--- src/rtl/fsm_sequencer_pkg.sv ---
// Purpose: shared encodings for the multicycle RISC next-state sequencer.
// Latency: n/a (constants, types and a helper function only).
// Backpressure: n/a.
// Contents: state_t (fixed state_id encoding), opcode constants, cz codes,
//           is_mem_state() helper.
package fsm_seq_pkg;

  typedef enum logic [4:0] {
    S_FETCH    = 5'd0,
    S_RR_EX    = 5'd1,
    S_RR_WB    = 5'd2,
    S_ADI_EX   = 5'd3,
    S_ADI_WB   = 5'd4,
    S_LHI_WB   = 5'd5,
    S_JAL      = 5'd6,
    S_CZ_SKIP  = 5'd7,
    S_NDU_EX   = 5'd8,
    S_NDU_WB   = 5'd9,
    S_MEM_ADDR = 5'd10,
    S_LW_RD    = 5'd11,
    S_LW_WB    = 5'd12,
    S_SW_WR    = 5'd13,
    S_LM_RD    = 5'd14,
    S_SM_WR    = 5'd15,
    S_BEQ_CMP  = 5'd16,
    S_BEQ_TAKE = 5'd17,
    S_JLR      = 5'd18,
    S_DECODE   = 5'd19,
    S_ILLEGAL  = 5'd20,
    S_RESET    = 5'd31
  } state_t;

  localparam logic [3:0] OP_ADD = 4'b0000;
  localparam logic [3:0] OP_ADI = 4'b0001;
  localparam logic [3:0] OP_NDU = 4'b0010;
  localparam logic [3:0] OP_LHI = 4'b0011;
  localparam logic [3:0] OP_LW  = 4'b0100;
  localparam logic [3:0] OP_SW  = 4'b0101;
  localparam logic [3:0] OP_LM  = 4'b0110;
  localparam logic [3:0] OP_SM  = 4'b0111;
  localparam logic [3:0] OP_JAL = 4'b1000;
  localparam logic [3:0] OP_JLR = 4'b1001;
  localparam logic [3:0] OP_BEQ = 4'b1100;

  // ir[1:0] condition field of ADD/NDU
  localparam logic [1:0] CZ_ALWAYS = 2'b00;
  localparam logic [1:0] CZ_ZERO   = 2'b01;
  localparam logic [1:0] CZ_CARRY  = 2'b10;
  localparam logic [1:0] CZ_BAD    = 2'b11;

  // States that own the memory port and hold until mem_ack
  function automatic logic is_mem_state(input state_t s);
    return (s == S_FETCH) || (s == S_LW_RD) || (s == S_SW_WR) ||
           (s == S_LM_RD) || (s == S_SM_WR);
  endfunction

endpackage

--- src/rtl/fsm_sequencer_if.sv ---
// Purpose: datapath <-> sequencer control bundle.
// Latency: n/a (wires only).
// Backpressure: memory side stalls the sequencer through mem_ack.
// Ports: master = sequencer (drives state_id and strobes), slave = datapath/memory.
interface fsm_sequencer_if #(parameter int ST_W = 5);
  logic [15:0]     ir;
  logic            c_flag;
  logic            z_flag;
  logic            alu_eq;
  logic            mem_ack;
  logic [ST_W-1:0] state_id;
  logic            mem_req;
  logic            mem_we;
  logic            ir_wen;
  logic            pc_wen;
  logic            addr_inc;
  logic [2:0]      reg_sel;
  logic            instr_done;
  logic            illegal;
  logic            mem_timeout;

  modport master (
    input  ir, c_flag, z_flag, alu_eq, mem_ack,
    output state_id, mem_req, mem_we, ir_wen, pc_wen, addr_inc, reg_sel,
           instr_done, illegal, mem_timeout
  );

  modport slave (
    output ir, c_flag, z_flag, alu_eq, mem_ack,
    input  state_id, mem_req, mem_we, ir_wen, pc_wen, addr_inc, reg_sel,
           instr_done, illegal, mem_timeout
  );
endinterface

--- src/rtl/fsm_sequencer_lsb_index_enc.sv ---
// Purpose: index of the lowest set bit of an 8-bit vector, plus any-set flag.
// Latency: combinational.
// Backpressure: none.
// Ports: vec in 8, idx out 3 (0 when vec==0), any out 1.
module lsb_index_enc (
  input  logic [7:0] vec,
  output logic [2:0] idx,
  output logic       any
);

  always_comb begin
    idx = '0;
    any = |vec;
    // Scan downward so the lowest set bit is the last one written
    for (int i = 7; i >= 0; i--) begin
      if (vec[i]) idx = 3'(i);
    end
  end

endmodule

--- src/rtl/fsm_sequencer.sv ---
// Purpose: next-state sequencer for the multicycle 16-bit RISC datapath.
// Latency: one state per cycle; memory states hold until mem_ack.
// Backpressure: mem_ack low stalls; a stall counter raises sticky mem_timeout.
// Ports: clk, rst_n (async active-low), bus (fsm_sequencer_if.master).
module fsm_sequencer
  import fsm_seq_pkg::*;
#(
  parameter int ST_W         = 5,
  parameter int MEM_WAIT_MAX = 15
) (
  input  logic              clk,
  input  logic              rst_n,
  fsm_sequencer_if.master   bus
);

  localparam int              CNT_W     = $clog2(MEM_WAIT_MAX + 1);
  localparam logic [CNT_W-1:0] WAIT_MAX  = CNT_W'(MEM_WAIT_MAX);
  localparam logic [CNT_W-1:0] WAIT_LAST = CNT_W'(MEM_WAIT_MAX - 1);

  state_t           state_q, state_d;
  logic [7:0]       mask_q, mask_d;
  logic [CNT_W-1:0] wait_q;
  logic             timeout_q;
  logic             done_q;

  logic [3:0] opcode;
  logic [1:0] cz;
  logic       cz_pass;
  logic [7:0] enc_in;
  logic [2:0] enc_idx;
  logic       enc_any;
  logic [7:0] mask_rest;
  logic       stall;

  assign opcode = bus.ir[15:12];
  assign cz     = bus.ir[1:0];
  assign cz_pass = (cz == CZ_ALWAYS) ||
                   (cz == CZ_CARRY && bus.c_flag) ||
                   (cz == CZ_ZERO  && bus.z_flag);

  // In MEM_ADDR the encoder looks at the fresh list (empty test);
  // afterwards it tracks the remaining mask (reg_sel).
  assign enc_in    = (state_q == S_MEM_ADDR) ? bus.ir[7:0] : mask_q;
  assign mask_rest = mask_q & (mask_q - 8'd1);
  assign stall     = is_mem_state(state_q) && !bus.mem_ack;

  lsb_index_enc u_enc (
    .vec (enc_in),
    .idx (enc_idx),
    .any (enc_any)
  );

  always_ff @(posedge clk or negedge rst_n) begin
    if (!rst_n) begin
      state_q   <= S_RESET;
      mask_q    <= '0;
      wait_q    <= '0;
      timeout_q <= 1'b0;
      done_q    <= 1'b0;
    end else begin
      state_q <= state_d;
      mask_q  <= mask_d;
      done_q  <= (state_d == S_FETCH) && (state_q != S_FETCH) &&
                 (state_q != S_RESET);
      if (stall) begin
        if (wait_q != WAIT_MAX) wait_q <= wait_q + 1'b1;
        if (wait_q == WAIT_LAST) timeout_q <= 1'b1;
      end else begin
        wait_q <= '0;
      end
    end
  end

  always_comb begin
    state_d      = state_q;
    mask_d       = mask_q;
    bus.mem_req  = 1'b0;
    bus.mem_we   = 1'b0;
    bus.ir_wen   = 1'b0;
    bus.pc_wen   = 1'b0;
    bus.addr_inc = 1'b0;
    bus.reg_sel  = '0;
    unique case (state_q)
      S_RESET: state_d = S_FETCH;
      S_FETCH: begin
        bus.mem_req = 1'b1;
        if (bus.mem_ack) begin
          bus.ir_wen = 1'b1;
          bus.pc_wen = 1'b1;
          state_d    = S_DECODE;
        end
      end
      S_DECODE: begin
        case (opcode)
          OP_ADD: state_d = (cz == CZ_BAD) ? S_ILLEGAL :
                            (cz_pass ? S_RR_EX : S_CZ_SKIP);
          OP_NDU: state_d = (cz == CZ_BAD) ? S_ILLEGAL :
                            (cz_pass ? S_NDU_EX : S_CZ_SKIP);
          OP_ADI: state_d = S_ADI_EX;
          OP_LHI: state_d = S_LHI_WB;
          OP_LW, OP_SW, OP_LM, OP_SM: state_d = S_MEM_ADDR;
          OP_BEQ: state_d = S_BEQ_CMP;
          OP_JAL: state_d = S_JAL;
          OP_JLR: state_d = S_JLR;
          default: state_d = S_ILLEGAL;
        endcase
      end
      S_RR_EX:   state_d = S_RR_WB;
      S_ADI_EX:  state_d = S_ADI_WB;
      S_NDU_EX:  state_d = S_NDU_WB;
      S_RR_WB, S_ADI_WB, S_NDU_WB, S_LHI_WB, S_CZ_SKIP, S_LW_WB:
        state_d = S_FETCH;
      S_BEQ_CMP: state_d = bus.alu_eq ? S_BEQ_TAKE : S_FETCH;
      S_BEQ_TAKE, S_JAL, S_JLR: begin
        bus.pc_wen = 1'b1;
        state_d    = S_FETCH;
      end
      S_MEM_ADDR: begin
        case (opcode)
          OP_LW: state_d = S_LW_RD;
          OP_SW: state_d = S_SW_WR;
          OP_LM, OP_SM: begin
            mask_d = bus.ir[7:0];
            if (!enc_any)              state_d = S_FETCH;
            else if (opcode == OP_LM)  state_d = S_LM_RD;
            else                       state_d = S_SM_WR;
          end
          default: state_d = S_ILLEGAL;
        endcase
      end
      S_LW_RD: begin
        bus.mem_req = 1'b1;
        if (bus.mem_ack) state_d = S_LW_WB;
      end
      S_SW_WR: begin
        bus.mem_req = 1'b1;
        bus.mem_we  = 1'b1;
        if (bus.mem_ack) state_d = S_FETCH;
      end
      S_LM_RD, S_SM_WR: begin
        bus.mem_req = 1'b1;
        bus.mem_we  = (state_q == S_SM_WR);
        bus.reg_sel = enc_idx;
        if (bus.mem_ack) begin
          bus.addr_inc = 1'b1;
          mask_d       = mask_rest;
          if (mask_rest == 8'd0) state_d = S_FETCH;
        end
      end
      S_ILLEGAL: state_d = S_ILLEGAL;
      default:   state_d = S_ILLEGAL;
    endcase
  end

  assign bus.state_id    = ST_W'(state_q);
  assign bus.instr_done  = done_q;
  assign bus.illegal     = (state_q == S_ILLEGAL);
  assign bus.mem_timeout = timeout_q;

endmodule

--- src/flat_wrapper.sv ---
// flat-port wrapper written by rule: the top's interface ports become plain ports
module fsm_sequencer_flat import fsm_seq_pkg::*;
#(
  parameter int ST_W         = 5,
  parameter int MEM_WAIT_MAX = 15
)
  (clk, rst_n, bus_ir, bus_c_flag, bus_z_flag, bus_alu_eq, bus_mem_ack, bus_state_id, bus_mem_req, bus_mem_we, bus_ir_wen, bus_pc_wen, bus_addr_inc, bus_reg_sel, bus_instr_done, bus_illegal, bus_mem_timeout);
  fsm_sequencer_if #(.ST_W(ST_W)) bus_i ();
  input  logic clk;
  input  logic rst_n;
  input wire logic [$bits(bus_i.ir)-1:0] bus_ir;
  input wire logic [$bits(bus_i.c_flag)-1:0] bus_c_flag;
  input wire logic [$bits(bus_i.z_flag)-1:0] bus_z_flag;
  input wire logic [$bits(bus_i.alu_eq)-1:0] bus_alu_eq;
  input wire logic [$bits(bus_i.mem_ack)-1:0] bus_mem_ack;
  output wire logic [$bits(bus_i.state_id)-1:0] bus_state_id;
  output wire logic [$bits(bus_i.mem_req)-1:0] bus_mem_req;
  output wire logic [$bits(bus_i.mem_we)-1:0] bus_mem_we;
  output wire logic [$bits(bus_i.ir_wen)-1:0] bus_ir_wen;
  output wire logic [$bits(bus_i.pc_wen)-1:0] bus_pc_wen;
  output wire logic [$bits(bus_i.addr_inc)-1:0] bus_addr_inc;
  output wire logic [$bits(bus_i.reg_sel)-1:0] bus_reg_sel;
  output wire logic [$bits(bus_i.instr_done)-1:0] bus_instr_done;
  output wire logic [$bits(bus_i.illegal)-1:0] bus_illegal;
  output wire logic [$bits(bus_i.mem_timeout)-1:0] bus_mem_timeout;
  assign bus_i.ir = bus_ir;
  assign bus_i.c_flag = bus_c_flag;
  assign bus_i.z_flag = bus_z_flag;
  assign bus_i.alu_eq = bus_alu_eq;
  assign bus_i.mem_ack = bus_mem_ack;
  assign bus_state_id = bus_i.state_id;
  assign bus_mem_req = bus_i.mem_req;
  assign bus_mem_we = bus_i.mem_we;
  assign bus_ir_wen = bus_i.ir_wen;
  assign bus_pc_wen = bus_i.pc_wen;
  assign bus_addr_inc = bus_i.addr_inc;
  assign bus_reg_sel = bus_i.reg_sel;
  assign bus_instr_done = bus_i.instr_done;
  assign bus_illegal = bus_i.illegal;
  assign bus_mem_timeout = bus_i.mem_timeout;
  fsm_sequencer #(.ST_W(ST_W), .MEM_WAIT_MAX(MEM_WAIT_MAX)) u_core (.clk(clk), .rst_n(rst_n), .bus(bus_i));
endmodule
--- config.mk ---
export PLATFORM = sky130hd
export DESIGN_NAME = fsm_sequencer_flat
export DESIGN_NICKNAME = d
export VERILOG_FILES = /design/src/rtl/fsm_sequencer_pkg.sv /design/src/rtl/fsm_sequencer_if.sv /design/src/rtl/fsm_sequencer_lsb_index_enc.sv /design/src/rtl/fsm_sequencer.sv /design/src/flat_wrapper.sv
export SDC_FILE = /design/constraint.sdc
export NUM_CORES = 1
export LEC_CHECK = 0
export CAP_MARGIN = 40
export CELL_PAD_IN_SITES_DETAIL_PLACEMENT = 1
export CELL_PAD_IN_SITES_GLOBAL_PLACEMENT = 1
export CORE_ASPECT_RATIO = 0.6
export CORE_UTILIZATION = 40
export CTS_CLUSTER_DIAMETER = 30
export CTS_CLUSTER_SIZE = 30
export DETAILED_ROUTE_END_ITERATION = 16
export PLACE_DENSITY = 0.83
export SKIP_CTS_REPAIR_TIMING = 1
export SLEW_MARGIN = 20
export SYNTH_ARGS = -nofsm -noshare
export SYNTH_HDL_FRONTEND = slang
export SYNTH_SLANG_ARGS = --single-unit
--- constraint.sdc ---
create_clock -name clk -period 6.03 [get_ports clk]
set_input_delay 0.603 -clock clk [delete_from_list [all_inputs] [get_ports clk]]
set_output_delay 0.603 -clock clk [all_outputs]
set_load 0.02 [all_outputs]
== Word level (Yosys, flattened, before mapping) ==
Cells that the tools add are included.

* Bits in registers: 19
* Latch bits: 0
* RAM bits: 0
* ROM bits: 0
* Bits of input ports: 22
* Output and inout bits: 16
* Logic and storage cells: 112
* Memories: 0

* Add/subtract/negate cells: 2
* Multiply operators: 0
* Div/mod/pow operators: 0
* $lt $le $gt $ge: 0
* Eq/ne operators: 40
* Shifts and indexed selects: 0
* Muxes and demuxes: 36
* Bitwise logic cells: 1
* Reductions and logical operators: 28

{| class="wikitable"
|+ Operators by type and width
! cell !! number
|-
| 5-bit one-hot mux with 11 select lines || 1
|-
| 5-bit two-way mux || 9
|-
| 5-bit by 4-bit equality test with 1-bit output (second input constant) || 8
|-
| 5-bit one-hot mux with 8 select lines || 1
|-
| 5-bit equality test (second input constant) || 6
|-
| 3-bit two-way mux || 10
|-
| 8-bit two-way mux || 3
|-
| 5-bit by 3-bit equality test with 1-bit output (second input constant) || 4
|-
| 4-bit by 3-bit equality test with 1-bit output (second input constant) || 4
|-
| 4-bit equality test (second input constant) || 4
|-
| 8-bit one-hot mux with 2 select lines || 1
|-
| 5-bit one-hot mux with 3 select lines || 1
|-
| 4-bit two-way mux || 3
|-
| 5-bit by 2-bit equality test with 1-bit output (second input constant) || 2
|-
| 5-bit logical NOT || 2
|-
| 10-bit OR reduction || 1
|-
| 8-bit AND || 1
|-
| 4-bit by 2-bit equality test with 1-bit output (second input constant) || 2
|-
| 8-bit logical NOT || 1
|-
| 8-bit OR reduction || 1
|-
| 8-bit by 1-bit subtractor with 8-bit output (second input constant) || 1
|-
| 1-bit logical OR || 6
|-
| 2-bit inequality test (second input constant) || 3
|-
| 5-bit by 1-bit equality test with 1-bit output (second input constant) || 1
|-
| other kinds (20) || 31
|}

== Logic depth before layout (Yosys ltp) ==
Gate-level depths: netlist of run 1.

* Word-level depth: 11
* Depth in mapped cells: 8
* Gate-level depth less buffers: 6

== By module ==
A second synthesis of run 1 with hierarchy kept.

* Cell total of the unflattened synthesis: 216
* Area total of the unflattened synthesis: 1767.9 um^2

{| class="wikitable"
|+ Modules (own cells, without submodules)
! module !! instances !! cells each !! area each (um^2) !! seq. area each (um^2)
|-
| fsm_sequencer || 1 || 203 || 1686.6 || 481.7
|-
| lsb_index_enc || 1 || 13 || 81.3 || 0.0
|}

== Worst setup path after synthesis of run 1 ==
No wires, ideal clock.

* Path type: register to output
* Start point: register u_core.state_q[1] (netlist: u_core.bus.state_id[1])
* End point: output bus_reg_sel[1]
* Arrival time: 1.995 ns
* Data required time: 5.427 ns
* Slack: 3.432 ns
* Cell stages (with the launch flop): 6
* Buffers on the path: 2
* Path through: dfstp_2 clkbuf_1 and4_1 clkbuf_1 nor4_1 a311oi_1

* Word-level cells in the longest chain between the ends: 11
* Elaborated cells between the ends (all ways): 14
* Those cells by class: 3 x eq/ne; 10 x mux; 1 x reduce/logical

{| class="wikitable"
|+ Ends and longest elaborated chain
! element !! line !! text
|-
| start: declaration || fsm_sequencer.sv:20 || <nowiki>state_t state_q, state_d;</nowiki>
|-
| start signal: assignment || fsm_sequencer.sv:61 || <nowiki>state_q <= state_d;</nowiki>
|-
| 5-bit by 4-bit equality test with 1-bit output || fsm_sequencer.sv:43 || <nowiki>assign enc_in = (state_q == S_MEM_ADDR) ? bus.ir[7:0] : mask_q;</nowiki>
|-
| 8-bit two-way mux || fsm_sequencer.sv:43 ||
|-
| 3-bit two-way mux (8 in series) || fsm_sequencer_lsb_index_enc.sv:16 || <nowiki>if (vec[i]) idx = 3'(i);</nowiki>
|-
| 3-bit two-way mux * || fsm_sequencer.sv:83 || <nowiki>unique case (state_q)</nowiki>
|-
| end: declaration || flat_wrapper.sv:22 || <nowiki>output wire logic [$bits(bus_i.reg_sel)-1:0] bus_reg_sel;</nowiki>
|}

Mark *: on every way between the ends. The rest lies on a longest branch, timed or not.

== Worst setup path after layout of run 1 ==
* Start point: register u_core.state_q[2] (netlist: u_core.bus.state_id[2])
* End point: output bus_reg_sel[1]

Same word-level chain as after synthesis.

==> out/qor.yml, run 1 <==
detailed_routing:
  wirelength_um: 5280
  vias_per_cell: 6.332
  ant_nets: 0
  drc: 0
  wl_per_cell_um: 19.06
  firstDrtPassIters: 4
  drt_iter0_drc: 107
  vias: 1754
sta:
  rsz0062_at_grt: "no"
  slew_viol_final: 0
  holdWs_ns: 0.4908
  relSlewSlack_pct: 65.72
  setup_viol: 0
  finalClockSkew_ns: 0.006795
  tightest_slew_ns: 0.5013
  finalSetupTns_ns: 0
  max_freq_mhz: 295.4
  hold_viol_final: 0
  post-route-min-period_ns: 3.386
  finalCritPeriodShare_pct: 56.15
die:
  core_area_sq_mm: 0.003829
  start_util_pct: 43.76
  die_area_sq_mm: 0.004460
  die_w_um: 85.55
  io_pins: 38
  chipHeight_um: 52.13
  rows: 17
critical_path:
  timing.rr.start: "u_core.bus.state_id[3]"
  critPathKind: "reg -> out"
  crit_required_ns: 5.43
  end_kind: "output port"
  cp.arrival_ns: 2.78
  startpoint_type: "register"
  cp_max_fo: 16
  crit_start: "u_core.bus.state_id[2]"
place:
  hpwl_um: 4154
  gp_congestion: 0.9185
  port_buffers: 33
power_and_ir_drop:
  ir_drop_v: 0.00009998
  finalPower_uw: 618.3
  power_density_mw_per_mm2: 304.1
  leakagePower_uw: 0.0007370
cells_and_area:
  drive_gt1_share_pct: 8.696
  diodes: 0
  fin_nets: 255
  post-route-util_pct: 53.10
  multi_input_area_sq_mm: 0.001065
  final_common_cell: "clkdlybuf4s50_1"
  layout_common_cells: "clkdlybuf4s50_1 (33), nor2_1 (20)"
  regArea_sq_um: 481.7
  fillCellCount: 467
  area_growth_pct: 21.36
clock_network:
  clock-sinks: 19
  cts_tree: "yes"
  htree_levels: 1
  clock_latency_ns: 0.26
  clockBufferDepth: 2
  cts-root-buf: "clkbuf_8"
  clk_pin_slew_ns: 0.07
  cts_buffers: 3
grt:
  grt_max_degree: 20
  grt_pass1_wl_um: 8783
  track_usage_pct: 25.22
  gr-total-overflow: 0
  grt_pass1_vias: 1769
  antenna_found_initial: 0
run_status:
  status: "complete, no violations"
synthesis:
  seq_area_frac_synth_pct: 28.75
  ys.flop_type: "dfrtp_1"
  synth_area_per_cell_sq_um: 8.094
  syn_inst: 207
  synth_area_sq_mm: 0.001675
  synth.distinct_cells: 59
  ys_ff_latch: 19
  synth_edf_count: 0
  synth-async-reset-ratio_pct: 100.0
  syn_nets: 231
  synth_warnings: 0
worst_hold_path:
  hold_start: "u_core.bus.mem_timeout"
  worstHoldPathType: "reg -> reg"
flow_run:
  max_cap_violations: 0
[cells in the mapped netlist, drive strengths merged (2+ instances only)]
library cell | instances | share of area (%)
a2111o | 2 | 1.3
a2111oi | 4 | 3.2
a211oi | 2 | 0.90
a21oi | 10 | 3.0
a22o | 7 | 3.7
a2bb2oi | 2 | 1.0
a311oi | 2 | 1.0
a31oi | 7 | 2.6
and3 | 2 | 0.75
buf | 2 | 1.3
clkbuf | 12 | 3.5
dfrtp | 14 | 21
dfstp | 5 | 7.8
ha | 2 | 1.5
inv | 10 | 2.2
mux2 | 2 | 1.3
nand2 | 14 | 3.1
nand2b | 5 | 1.9
nand3 | 7 | 2.1
nand4 | 4 | 2.2
nor2 | 20 | 4.5
nor2b | 4 | 1.5
nor3 | 14 | 4.2
nor3b | 4 | 1.8
nor4 | 3 | 1.5
o21ai | 16 | 5.5
o21bai | 4 | 1.8
o22ai | 2 | 0.75
or2 | 2 | 0.75
or3 | 3 | 1.1
or4 | 2 | 1.1
xnor2 | 2 | 1.0
[critical path, stage by stage, from the launching register on]
cell             delay, ns
dfstp_2               0.73
inv_1                 0.17
and4_1                0.34
nor3_1                0.18
nand4_1               0.16
a311oi_1              0.27
clkdlybuf4s50_1       0.66
[worst paths after layout]
path	to	slack, ns	cells after the start
worst max-delay path	bus_reg_sel[1]	2.64	6
worst min-delay path	u_core.bus.mem_timeout	0.49	1
worst max register to register	u_core.mask_q[1]	3.42	6
worst min register to register	u_core.bus.mem_timeout	0.49	1
max in group asynchronous	u_core.bus.state_id[1]	4.95	2
min in group asynchronous	u_core.wait_q[1]	0.60	1
[registers in the layout, summed over array words and instances, names as in the netlist]
signal                  cells
u_core.mask_q               8
u_core.bus.instr_done       1
u_core.bus.mem_timeout      1
u_core.bus.state_id         5
u_core.wait_q               4
[report_power, final]
group | internal [uW] | switching [uW] | total [uW]
clock | 46.9 | 39.9 | 86.8
combinational | 140 | 163 | 304
sequential | 159 | 68.5 | 228
[through the flow]
| step | setup slack, ns | cell area (sq um) | std cells |
|---|---|---|---|
| floorplan | 3.432 | 1675 | 207 |
| global placement | 2.855 | 1973 | 272 |
| detailed placement | 2.741 | 1973 | 272 |
| CTS | 2.670 | 2018 | 276 |
| global route | 2.468 | 2033 | 277 |
| finish | 2.644 | 2033 | 277 |
[per-layer routing]
layer / share of wire, % / track usage, %
met2: 45 / 41.07
met1: 49 / 36.55
met5: 0 / 0
met4: 0.15 / 3.056
met3: 6.3 / 3.651
[logic make-up (layout without fill, tap and decap cells)]
kind of cell / after synthesis / count (layout) / synth area share, %
multiplexers: 2 / 2 / 1.344
AND/OR/NAND/NOR: 88 / 88 / 28.75
buffers and inverters: 25 / 48 / 7.693
XOR/XNOR: 3 / 3 / 1.569
flip-flops: 19 / 19 / 28.75
AO/OA/AOI/OAI: 67 / 67 / 29.80
adder cells (fa/ha/maj): 3 / 3 / 2.091
[layout make-up]
cell class,count,share of cell area (%)
multi-input cells,163,52.37
flip-flops and latches,19,23.69
repair buffers,34,16.98
well taps,47,2.892
clock buffers,4,2.215
inverters,10,1.846
Power figures use the tool's default switching activity.
==> run 2: changes to the inputs <==
Settings changed: CORE_UTILIZATION 40 to 37, PLACE_DENSITY 0.83 to 0.77.
Clock period 6.03 ns to 3.2 ns, I/O delays scaled along.
==> run 2 against run 1 <==
  * Utilization shrank 3.4 points
  * Largest cell class unchanged
  * Largest power group unchanged
  * Sequential power is 54% higher
  * Sequential share of layout area is 0.79 points lower
  * Critical endpoint unchanged
  * Combinational power increased by 120%
  * Clock skew is 0.0046 ns lower
  * Sequential cell count stayed put
  * First-iteration DRC count increased by 36%
==> out/qor.yml, run 2 (same netlist as run 1, synthesis figures left out) <==
flow_run:
  max_cap_violations: 0
detailed_routing:
  drc: 0
  vias: 1722
  vias_per_cell: 5.798
  wl_per_cell_um: 16.79
  firstDrtPassIters: 4
  ant_nets: 0
  drt_iter0_drc: 145
  wirelength_um: 4987
cells_and_area:
  area_growth_pct: 25.54
  regMostFlops: "u_core.mask_q"
  final_common_cell: "clkdlybuf4s50_1"
  drive_gt1_share_pct: 11.81
  layout_common_cells: "clkdlybuf4s50_1 (33), nor2_1 (20)"
  post-route-util_pct: 49.67
  largest_reg_flops: 8
  diodes: 0
  fin_nets: 262
sta:
  hold_viol_final: 0
  max_freq_mhz: 332.1
  finalCritPeriodShare_pct: 94.09
  setup_viol: 0
  finalSetupTns_ns: 0
  post-route-min-period_ns: 3.011
  slew_viol_final: 0
  finalClockSkew_ns: 0.002178
  tightest_slew_ns: 0.5667
  rsz0062_at_grt: "no"
  relSlewSlack_pct: 61.24
critical_path:
  end_kind: "output port"
  cp_max_fo: 12
  crit_required_ns: 2.88
  crit_start: "u_core.bus.state_id[3]"
  critPathKind: "reg -> out"
  timing.rr.start: "u_core.bus.state_id[3]"
  cp.arrival_ns: 2.69
  startpoint_type: "register"
run_status:
  status: "complete, no violations"
die:
  rows: 18
  io_pins: 38
  die_w_um: 88.87
  die_area_sq_mm: 0.004810
  start_util_pct: 39.57
  core_area_sq_mm: 0.004234
  chipHeight_um: 54.13
power_and_ir_drop:
  ir_drop_v: 0.0001999
  leakagePower_uw: 0.0007754
  power_density_mw_per_mm2: 564.2
grt:
  antenna_found_initial: 0
  grt_max_degree: 20
  grt_pass1_wl_um: 8342
  grt_pass1_vias: 1615
  gr-total-overflow: 0
  track_usage_pct: 23.43
clock_network:
  clock-sinks: 19
  cts_buffers: 3
  clock_latency_ns: 0.26
  htree_levels: 1
  clk_pin_slew_ns: 0.07
  clockBufferDepth: 2
  cts-root-buf: "clkbuf_8"
  cts_tree: "yes"
worst_hold_path:
  worstHoldPathType: "in -> async"
place:
  gp_congestion: 0.8914
  hpwl_um: 3926
  port_buffers: 33
## run 2: layout make-up
cell class                 instances  area [sq um]
fill                             532          2131
multi-input combinational        163          1065
sequential                        19         481.7
timing repair buffer              41         397.9
tap                               60         75.07
clock buffer                       3         41.29
inverter                          10         37.54
clock inverter                     1         5.005
## run 2: worst paths after layout
kind / depth (start not counted) / to / slack, ns
max in group asynchronous: 2 / u_core.bus.state_id[3] / 2.49
min in group clk: 1 / u_core.bus.mem_timeout / 0.50
worst min-delay path: 1 / u_core.wait_q[2] / 0.27
worst max register to register: 7 / u_core.mask_q[1] / 0.74
worst min register to register: 1 / u_core.bus.mem_timeout / 0.50
worst max-delay path: 5 / bus_reg_sel[1] / 0.19
## run 2: through the flow
stage / area, sq um / hold slack [ns] / total power [uW] / worst slack [ns] / std cells
finish: 2103 / 0.2677 / 1187 / 0.1892 / 297
global route: 2103 / 0.2664 / 1271 / 0.02636 / 297
CTS: 2088 / 0.5068 / 1189 / 0.1866 / 296
detailed placement: 2042 / 0.4869 / 1016 / 0.4189 / 292
global placement: 2042 / 0.4587 / 1008 / 0.4126 / 292
floorplan: 1675 / 0.02441 / 772.2 / 0.8852 / 207
## run 2: critical path: stages (launching register included)
cell             delay (ns)
dfstp_2                0.56
nor2b_1                0.32
and4_1                 0.51
nor4_1                 0.10
a311oi_1               0.29
clkdlybuf4s50_1        0.66
## run 2: report_power, final
part	internal, uW	switching (uW)	total, uW
logic	292	380	672
clock network	86.6	78.1	165
registers	297	52.3	350
total	676	511	1190
## run 2: per-layer routing
| metal | wire, um | up-vias | global-route usage (%) |
|---|---|---|---|
| li1 | - | 838 | - |
| met1 | 2730 | 815 | 37.40 |
| met2 | 1881 | 63 | 30.64 |
| met3 | 322 | 6 | 4.908 |
| met4 | 53 | 0 | 5.645 |
| met5 | 0 | - | 0 |
